$ cat src/rtl/bf_io_responder_pkg.sv
// Shared encodings for the CPU I/O bus responder: FSM states, bus direction
// constants and the level-width helper.
package bf_io_responder_pkg;

    typedef enum logic [1:0] {
        IO_RSP_IDLE = 2'd0,
        IO_RSP_WAIT = 2'd1,
        IO_RSP_ACK  = 2'd2
    } io_rsp_state_t;

    localparam logic IO_DIR_READ  = 1'b0;
    localparam logic IO_DIR_WRITE = 1'b1;

    localparam logic [7:0] IO_EOF_DEFAULT = 8'h00;

    function automatic int level_bits(input int depth);
        return $clog2(depth) + 1;
    endfunction

endpackage

$ cat src/rtl/bf_byte_fifo.sv
// Byte FIFO with occupancy level and a combinational head.
// Push is ignored when full and pop is ignored when empty.
module bf_byte_fifo
    import bf_io_responder_pkg::*;
#(
    parameter int DEPTH = 16,
    parameter int LW    = level_bits(DEPTH)
) (
    input  logic          clk,
    input  logic          rst_n,
    input  logic          push,
    input  logic [7:0]    push_data,
    input  logic          pop,
    output logic          full,
    output logic          empty,
    output logic [LW-1:0] level,
    output logic [7:0]    head
);

    localparam int AW = $clog2(DEPTH);

    logic [7:0]    mem [DEPTH];
    logic [AW-1:0] wr_ptr;
    logic [AW-1:0] rd_ptr;
    logic [LW-1:0] count;
    logic          do_push;
    logic          do_pop;

    assign full    = (count == LW'(DEPTH));
    assign empty   = (count == '0);
    assign level   = count;
    assign head    = mem[rd_ptr];
    assign do_push = push && !full;
    assign do_pop  = pop && !empty;

    // Pointers wrap naturally because DEPTH is a power of two.
    always_ff @(posedge clk or negedge rst_n) begin
        if (!rst_n) begin
            wr_ptr <= '0;
            rd_ptr <= '0;
            count  <= '0;
        end else begin
            if (do_push) wr_ptr <= wr_ptr + 1'b1;
            if (do_pop)  rd_ptr <= rd_ptr + 1'b1;
            case ({do_push, do_pop})
                2'b10:   count <= count + 1'b1;
                2'b01:   count <= count - 1'b1;
                default: count <= count;
            endcase
        end
    end

    always_ff @(posedge clk) begin
        if (do_push) mem[wr_ptr] <= push_data;
    end

endmodule

$ cat src/rtl/bf_io_responder.sv
// Responder for the CPU I/O bus: completes CPU reads from the RX FIFO and
// CPU writes into the TX FIFO with a four-phase req/ack handshake.
module bf_io_responder
    import bf_io_responder_pkg::*;
#(
    parameter int         FIFO_DEPTH  = 16,
    parameter int         LEVEL_WIDTH = 5,
    parameter logic [7:0] EOF_VALUE   = IO_EOF_DEFAULT
) (
    input  logic                   clk,
    input  logic                   rst_n,
    input  logic                   io_req,
    input  logic                   io_dir,
    input  logic [7:0]             io_wdata,
    output logic                   io_ack,
    output logic [7:0]             io_rdata,
    input  logic                   rx_valid,
    input  logic [7:0]             rx_data,
    output logic                   rx_ready,
    output logic                   tx_valid,
    output logic [7:0]             tx_data,
    input  logic                   tx_ready,
    input  logic                   in_eof,
    output logic [LEVEL_WIDTH-1:0] rx_level,
    output logic [LEVEL_WIDTH-1:0] tx_level
);

    io_rsp_state_t state;
    logic          dir_q;
    logic [7:0]    wdata_q;
    logic          rx_full;
    logic          rx_empty;
    logic [7:0]    rx_head;
    logic          tx_full;
    logic          tx_empty;
    logic          rx_pop;
    logic          tx_push;

    // These mirror the WAIT branches below so each request moves exactly one byte.
    assign rx_pop  = (state == IO_RSP_WAIT) && io_req && (dir_q == IO_DIR_READ) && !rx_empty;
    assign tx_push = (state == IO_RSP_WAIT) && io_req && (dir_q == IO_DIR_WRITE) && !tx_full;

    assign rx_ready = !rx_full;
    assign tx_valid = !tx_empty;

    bf_byte_fifo #(.DEPTH(FIFO_DEPTH), .LW(LEVEL_WIDTH)) u_rx_fifo (
        .clk       (clk),
        .rst_n     (rst_n),
        .push      (rx_valid),
        .push_data (rx_data),
        .pop       (rx_pop),
        .full      (rx_full),
        .empty     (rx_empty),
        .level     (rx_level),
        .head      (rx_head)
    );

    bf_byte_fifo #(.DEPTH(FIFO_DEPTH), .LW(LEVEL_WIDTH)) u_tx_fifo (
        .clk       (clk),
        .rst_n     (rst_n),
        .push      (tx_push),
        .push_data (wdata_q),
        .pop       (tx_ready),
        .full      (tx_full),
        .empty     (tx_empty),
        .level     (tx_level),
        .head      (tx_data)
    );

    always_ff @(posedge clk or negedge rst_n) begin
        if (!rst_n) begin
            state    <= IO_RSP_IDLE;
            io_ack   <= 1'b0;
            io_rdata <= 8'h00;
            dir_q    <= IO_DIR_READ;
            wdata_q  <= 8'h00;
        end else begin
            case (state)
                IO_RSP_IDLE: begin
                    if (io_req) begin
                        dir_q   <= io_dir;
                        wdata_q <= io_wdata;
                        state   <= IO_RSP_WAIT;
                    end
                end
                IO_RSP_WAIT: begin
                    // A request withdrawn before completion is abandoned silently.
                    if (!io_req) begin
                        state <= IO_RSP_IDLE;
                    end else if (dir_q == IO_DIR_READ) begin
                        if (!rx_empty) begin
                            io_rdata <= rx_head;
                            io_ack   <= 1'b1;
                            state    <= IO_RSP_ACK;
                        end else if (in_eof) begin
                            io_rdata <= EOF_VALUE;
                            io_ack   <= 1'b1;
                            state    <= IO_RSP_ACK;
                        end
                    end else if (!tx_full) begin
                        io_ack <= 1'b1;
                        state  <= IO_RSP_ACK;
                    end
                end
                IO_RSP_ACK: begin
                    if (!io_req) begin
                        io_ack <= 1'b0;
                        state  <= IO_RSP_IDLE;
                    end
                end
                default: begin
                    io_ack <= 1'b0;
                    state  <= IO_RSP_IDLE;
                end
            endcase
        end
    end

endmodule

$ cat config.mk
export PLATFORM = sky130hd
export DESIGN_NAME = bf_io_responder
export DESIGN_NICKNAME = d
export VERILOG_FILES = /design/src/rtl/bf_io_responder_pkg.sv /design/src/rtl/bf_byte_fifo.sv /design/src/rtl/bf_io_responder.sv
export SDC_FILE = /design/constraint.sdc
export NUM_CORES = 1
export LEC_CHECK = 0
export BUFFER_PORTS_ARGS = -buffer_cell sky130_fd_sc_hd__buf_4
export CORE_ASPECT_RATIO = 1.25
export CORE_UTILIZATION = 30
export CTS_CLUSTER_DIAMETER = 80
export DETAILED_ROUTE_END_ITERATION = 6
export SLEW_MARGIN = 20
export SYNTH_ARGS = -nofsm -noshare
export SYNTH_HDL_FRONTEND = slang
export SYNTH_HIERARCHICAL = 1
export SYNTH_SLANG_ARGS = --single-unit
$ cat constraint.sdc
create_clock -name clk -period 2.95 [get_ports clk]
set_input_delay 0.1475 -clock clk [delete_from_list [all_inputs] [get_ports clk]]
set_output_delay 0.1475 -clock clk [all_outputs]
set_load 0.01 [all_outputs]
Word-level counts from Yosys, hierarchy flattened --
Memories as Yosys holds them, arrays and structs flattened. Cells that the tools add are included.
Cells by class: bitwise operators 2, $add $sub $neg 8, equality and inequality tests 16, muxes and demuxes 23, reduce and logical (&&, ||, !) cells 22
Operators with widths (number):
- 5-bit one-hot mux with 2 select lines | 2
- 4-bit by 1-bit adder with 4-bit output, second input constant | 4
- 8-bit two-way mux | 2
- 2-bit two-way mux | 7
- 5-bit by 1-bit adder with 5-bit output, second input constant | 2
- 5-bit == test, second input constant | 2
- 5-bit logical NOT | 2
- 1-bit two-way mux | 10
- 5-bit by 1-bit subtractor with 5-bit output, second input constant | 2
- 1-bit logical AND | 9
- 2-bit != test, second input constant | 4
- 4-bit != test, second input constant | 2
- 4-bit AND reduction | 2
- 2-bit by 1-bit == test with 1-bit output, second input constant | 3
- 2-bit == test, second input constant | 3
- 2-bit one-hot mux with 3 select lines | 1
- 5-bit != test, second input constant | 1
- 5-bit AND reduction | 1
- 1-bit logical NOT | 4
- 2-bit nonzero test | 2
- 3-bit != test, second input constant | 1
- 1-bit one-hot mux with 3 select lines | 1
- 2-bit logical NOT | 1
- 1-bit NOT | 2
- 2-bit AND reduction | 1
Storage, ports and cells: memories 2, output and inout port bits 29, input port bits 23, register bits after elaboration 46, memory bits (writable) 256
Memory list:
- u_rx_fifo.mem | depth 16, bits a word 8, rd ports 1, clocked after Yosys merged registers in 0, write ports 1, RTL line bf_byte_fifo.sv:22 | logic [7:0] mem [DEPTH];
- u_tx_fifo.mem | depth 16, bits a word 8, rd ports 1, clocked after Yosys merged registers in 0, write ports 1, RTL line bf_byte_fifo.sv:22

Logic depth before layout (Yosys ltp) --
depth in word-level cells 7, mapped depth 15

Cells and area by module --
The synthesis kept the hierarchy.
Modules (own cells, without submodules):
- bf_byte_fifo | instances 2, area each 5779.3 um2, seq. area each 4169.0 um2, cells an instance 332
- bf_io_responder | instances 1, area each 865.8 um2, seq. area each 500.5 um2, cells an instance 57

Least setup slack after synthesis --
No wires, ideal clock.
kind reg2reg, start register u_rx_fifo.count[0], in the netlist u_rx_fifo/level[0], end register u_rx_fifo.count[4], in the netlist u_rx_fifo/level[4], path buffers 1, library setup time 0.126 ns, slack 0.045 ns, period minus slack after synthesis 2.905 ns, arrival 2.779 ns, cell stages (with the launch flop) 14, cell sequence dfrtp_1 nor4_2 and2b_1 nor3_4 nor2b_1 buf_2 ha_1 inv_1 fa_1 nor2b_1 o21ai_0 nand3_1 or3b_1 xnor2_1
On the way: cells in the longest elaborated chain, start to end 6, elaborated cells between the ends (all ways) 13, classes of those cells add/sub: 2; eq/ne: 3; mux: 1; reduce/logical: 7
RTL lines:
- start, declared | RTL line bf_byte_fifo.sv:25 | logic [LW-1:0] count;
- start signal, assigned | RTL line bf_byte_fifo.sv:46 | 2'b10: count <= count + 1'b1;
- start signal, assigned | RTL line bf_byte_fifo.sv:47 | 2'b01: count <= count - 1'b1;
- start signal, assigned | RTL line bf_byte_fifo.sv:48 | default: count <= count;
- 5-bit logical NOT (*) | RTL line bf_byte_fifo.sv:30 | assign empty = (count == '0);
- net rx_empty | RTL line bf_io_responder.sv:32 | logic rx_empty;
- 1-bit logical NOT (*) | RTL line bf_io_responder.sv:40 | assign rx_pop = (state == IO_RSP_WAIT) && io_req && (dir_q == IO_DIR_READ) && !rx_empty;
- 1-bit logical AND (*) | RTL line bf_io_responder.sv:40
- net rx_pop | RTL line bf_io_responder.sv:36 | logic rx_pop;
- 1-bit logical AND (*) | RTL line bf_byte_fifo.sv:34 | assign do_pop = pop && !empty;
- net u_rx_fifo.do_pop | RTL line bf_byte_fifo.sv:27 | logic do_pop;
- 2-bit by 1-bit == test with 1-bit output / 2-bit == test (equally long branches) | RTL line bf_byte_fifo.sv:45 | case ({do_push, do_pop})
- 5-bit one-hot mux with 2 select lines / 2-bit nonzero test (equally long branches)
The timed path passes the listed nets; every way through them passes the cells marked *. A chain may end at the register's enable or synchronous reset.

Final worst setup path --
start register u_rx_fifo.count[1], in the netlist u_rx_fifo/level[1], end register u_rx_fifo.count[4], in the netlist u_rx_fifo/level[4]
On the way: cells in the longest elaborated chain, start to end 6, elaborated cells between the ends (all ways) 13, classes of those cells add/sub: 2; eq/ne: 3; mux: 1; reduce/logical: 7
RTL lines (RTL line):
- 5-bit logical NOT (*) | bf_byte_fifo.sv:30
- net rx_empty | bf_io_responder.sv:32
- 1-bit logical NOT (*) | bf_byte_fifo.sv:34, bf_io_responder.sv:40
- 1-bit logical AND | bf_io_responder.sv:40
- 1-bit logical AND (*) | bf_byte_fifo.sv:34
- 2-bit by 1-bit == test with 1-bit output / 2-bit == test (equally long branches) | bf_byte_fifo.sv:45
- 5-bit one-hot mux with 2 select lines / 2-bit nonzero test (equally long branches)
Marks and branches as above.

==> metrics <==
Syn Nets 764; Max Freq 362 MHz; largest cells by area after synthesis edfxtp_1, dfrtp_1, mux4_2; DRC viols 0; largest net degree at the start of global routing 52; fin util about 37%; maximum vdd drop 607 uV; hold path start in_eof; Max Fanout on Critical Path 4; Setup-failing EPs final 0; post-synthesis xor/xnor area fraction around 1.4%; die width between 150 and 200 um; final cell count without fillers 1,407; Power Total 14.7 mW; Reg-to-Reg End u_rx_fifo/level[4]$_DFFE_PN0P_; # diodes 0; vias in the first global route 6,843; skew final 23.4 ps; Rel. slew slack 40.2%; FP Rows 83; Via density 4.62; Synth top area share 61.9%; Yosys top cell by area edfxtp_1; Post-Syn Area ~12,000 um^2; pre-CTS worst setup slack -83.3 ps; critical-path cell list nor4_2 > and2b_1 > buf_4 > nor2b_1 > ha_1 > ha_1 > nor2b_1 > o21ai_0 > a21oi_1 > or3b_1 > xnor2_1; R2R depth 11; H-tree Lvls 2; Hold Slack ~39 ps; Crit Path Class reg2reg; Netlist cell types 41; gr ovfl total 0; count leader, synth edfxtp_1; Hold Path Class in2reg; FF-to-FF setup slack 180 ps; Total Wirelength 25,400 um; Synth Area in Compound Gates 5.53%; layout cells sized above 1 25.1%; leakage 5.34 nW; Reg-to-Reg Start u_rx_fifo/level[1]$_DFFE_PN0P_; mux cell area share after synthesis approximately an eighth; die area 42,200 um^2; drt pass-1 iters 4; fraction of registers with async set/reset 15.2%; pins over their slew limit 0; Die H 230 um; clk buf depth 3; DRT antenna net count 0; sequential area share after synthesis between 70% and 80%; YS warnings 6; setup TNS 0 ps; clock slew at reported path FFs 60 ps; clock root buffer clkbuf_16; Multi-input gate area 3250 um^2; Hold Violations, Final 0; top_reg_cell synth edfxtp_1; Crit-path slowest cell dfrtp_1; Post-synth EDFFs 256; Mean Syn Cell Area 17.2 um^2; WHS Path Cells 3; crit-path leading delay family simple AND/OR/NAND/NOR gates; area fraction in and, or, nand and nor cells after synthesis 4.31%; largest family of logic cells by synthesized area multiplexers; I/O pin count 52; max-cap violations 0; drt initial violations 300; Bufs and invs on worst path 1; CP Launch Type flip-flop; synth cell count leaders edfxtp_1, mux2i_1, dfrtp_1, o21ai_0, nand2_1; initial antenna violation count 0; Synth Instances 721; Final period util 93.7%; dpl cells 1,328; CP arrival 3140 ps; Vias 6,498; Filler Cell Count ~4,000; wire per inst 18.1 um; Slew @ Worst Pin just under 900 ps; Initial Util about 30%; GRT Util Overall around 12%; setup ws final 184 ps; Clock Latency Late Sink approximately 500 ps; Worst setup EP type flip-flop; Core Region 40,900 um^2; Hold Path Sink state[0]$_DFFE_PN0P_; Yosys reg bits 302; CTS buffer count 34; global-route wire length before repair 39,600 um; register area 8840 um^2; critical path required time 3330 ps; Period minus WS final 2770 ps; post-route cell area 15,000 um^2; CTS tree yes; IO buf count 51; max incr delay on CP 390 ps; DPL Wire Length ~17,000 um; Pwr per Cell Area a little under 1000 nW/um^2; Cell Area, Placed 13,600 um^2; outcome finished, final reports clean; Net count, final 875; GPL Wtd Cong around 0.74; TritonCTS Sinks 302; Syn-to-layout area delta 20.5%; Post-Synth Adder-Cell Area 2.13%
[state kept, by name, summed over array words and instances (netlist names)]
name	count
io_rdata	8
u_rx_fifo/mem	128
wdata_q	8
dir_q	1
u_tx_fifo/level	5
u_rx_fifo/wr_ptr	4
state	2
u_rx_fifo/level	5
u_rx_fifo/rd_ptr	4
u_tx_fifo/wr_ptr	4
u_tx_fifo/rd_ptr	4
u_tx_fifo/mem	128
io_ack	1
[worst min-delay path, cell delays in order]
cell and delay (ps):
buf_4 90, o311ai_1 110, nor2b_1 150
[worst max path at each step]
stage / cells past startpoint / start / slack, ps / to
after global placement: 12 / u_rx_fifo/level[0]$_DFFE_PN0P_ / -20 / u_rx_fifo/level[4]$_DFFE_PN0P_
after detailed placement: 12 / u_rx_fifo/level[0]$_DFFE_PN0P_ / -80 / u_rx_fifo/level[4]$_DFFE_PN0P_
after CTS: 14 / u_tx_fifo/level[1]$_DFFE_PN0P_ / 50 / u_tx_fifo/level[4]$_DFFE_PN0P_
final: 11 / u_rx_fifo/level[1]$_DFFE_PN0P_ / 180 / u_rx_fifo/level[4]$_DFFE_PN0P_
after global routing: 14 / u_tx_fifo/level[1]$_DFFE_PN0P_ / -0.3 / u_tx_fifo/level[4]$_DFFE_PN0P_
after floorplan: 13 / u_rx_fifo/level[0]$_DFFE_PN0P_ / 50 / u_rx_fifo/level[4]$_DFFE_PN0P_
[per-layer routing]
metal / wire length, um / GRT usage [%] / up-vias
li1: - / - / 3021
met4: 588 / 3.85 / 0
met5: 0 / 0 / -
met3: 771 / 1.88 / 40
met2: 13800 / 22.7 / 97
met1: 10300 / 14.6 / 3340
[logic make-up (layout without fill, tap and decap cells)]
group,count (synthesis),after routing
compound gates,107,107
flops,302,302
mux,109,109
xor+xnor,20,20
fa+ha+maj,20,20
buf+inv,58,192
simple gates,105,105
[layout by cell type, fill, tap and decap left out, types with 6 or more instances in the layout]
master and instances:
inv_1 21, mux2_2 16, a21oi_1 20, clkbuf_1 8, mux4_2 32, mux2_4 11, o21ai_0 43, clkbuf_16 35
a221oi_1 16, dlygate4sd3_1 19, xor2_1 6, nor2b_1 7, buf_4 91, edfxtp_1 256, dfrtp_1 43, nor2_1 24
xnor2_1 14, nor3_1 8, a22oi_1 16, mux2i_1 50, a22o_1 8, ha_1 17, nand2_1 38, bufinv_16 7
[power breakdown]
| group | internal, mW | switching (mW) |
|---|---|---|
| clock | 2.87 | 1.63 |
| sequential | 5.37 | 0.676 |
| combinational | 2.02 | 2.13 |
| total | 10.3 | 4.43 |
[layout make-up]
type | count | area share [%]
multi-input combinational | 361 | 21.7
tap | 552 | 4.61
inverter | 21 | 0.527
clock buffer | 46 | 6.33
timing repair buffer | 112 | 6.10
clock inverter | 13 | 1.67
sequential | 302 | 59.1
[repair_timing]
item	CTS	global route
setup buffers	1	0
endpoints found under the hold margin	186	0
resized for setup	0	5
hold buffers	19	0
pin swaps	1	0
setup endpoints to repair	1	1
No activity file was read; power rests on OpenSTA's default activity.
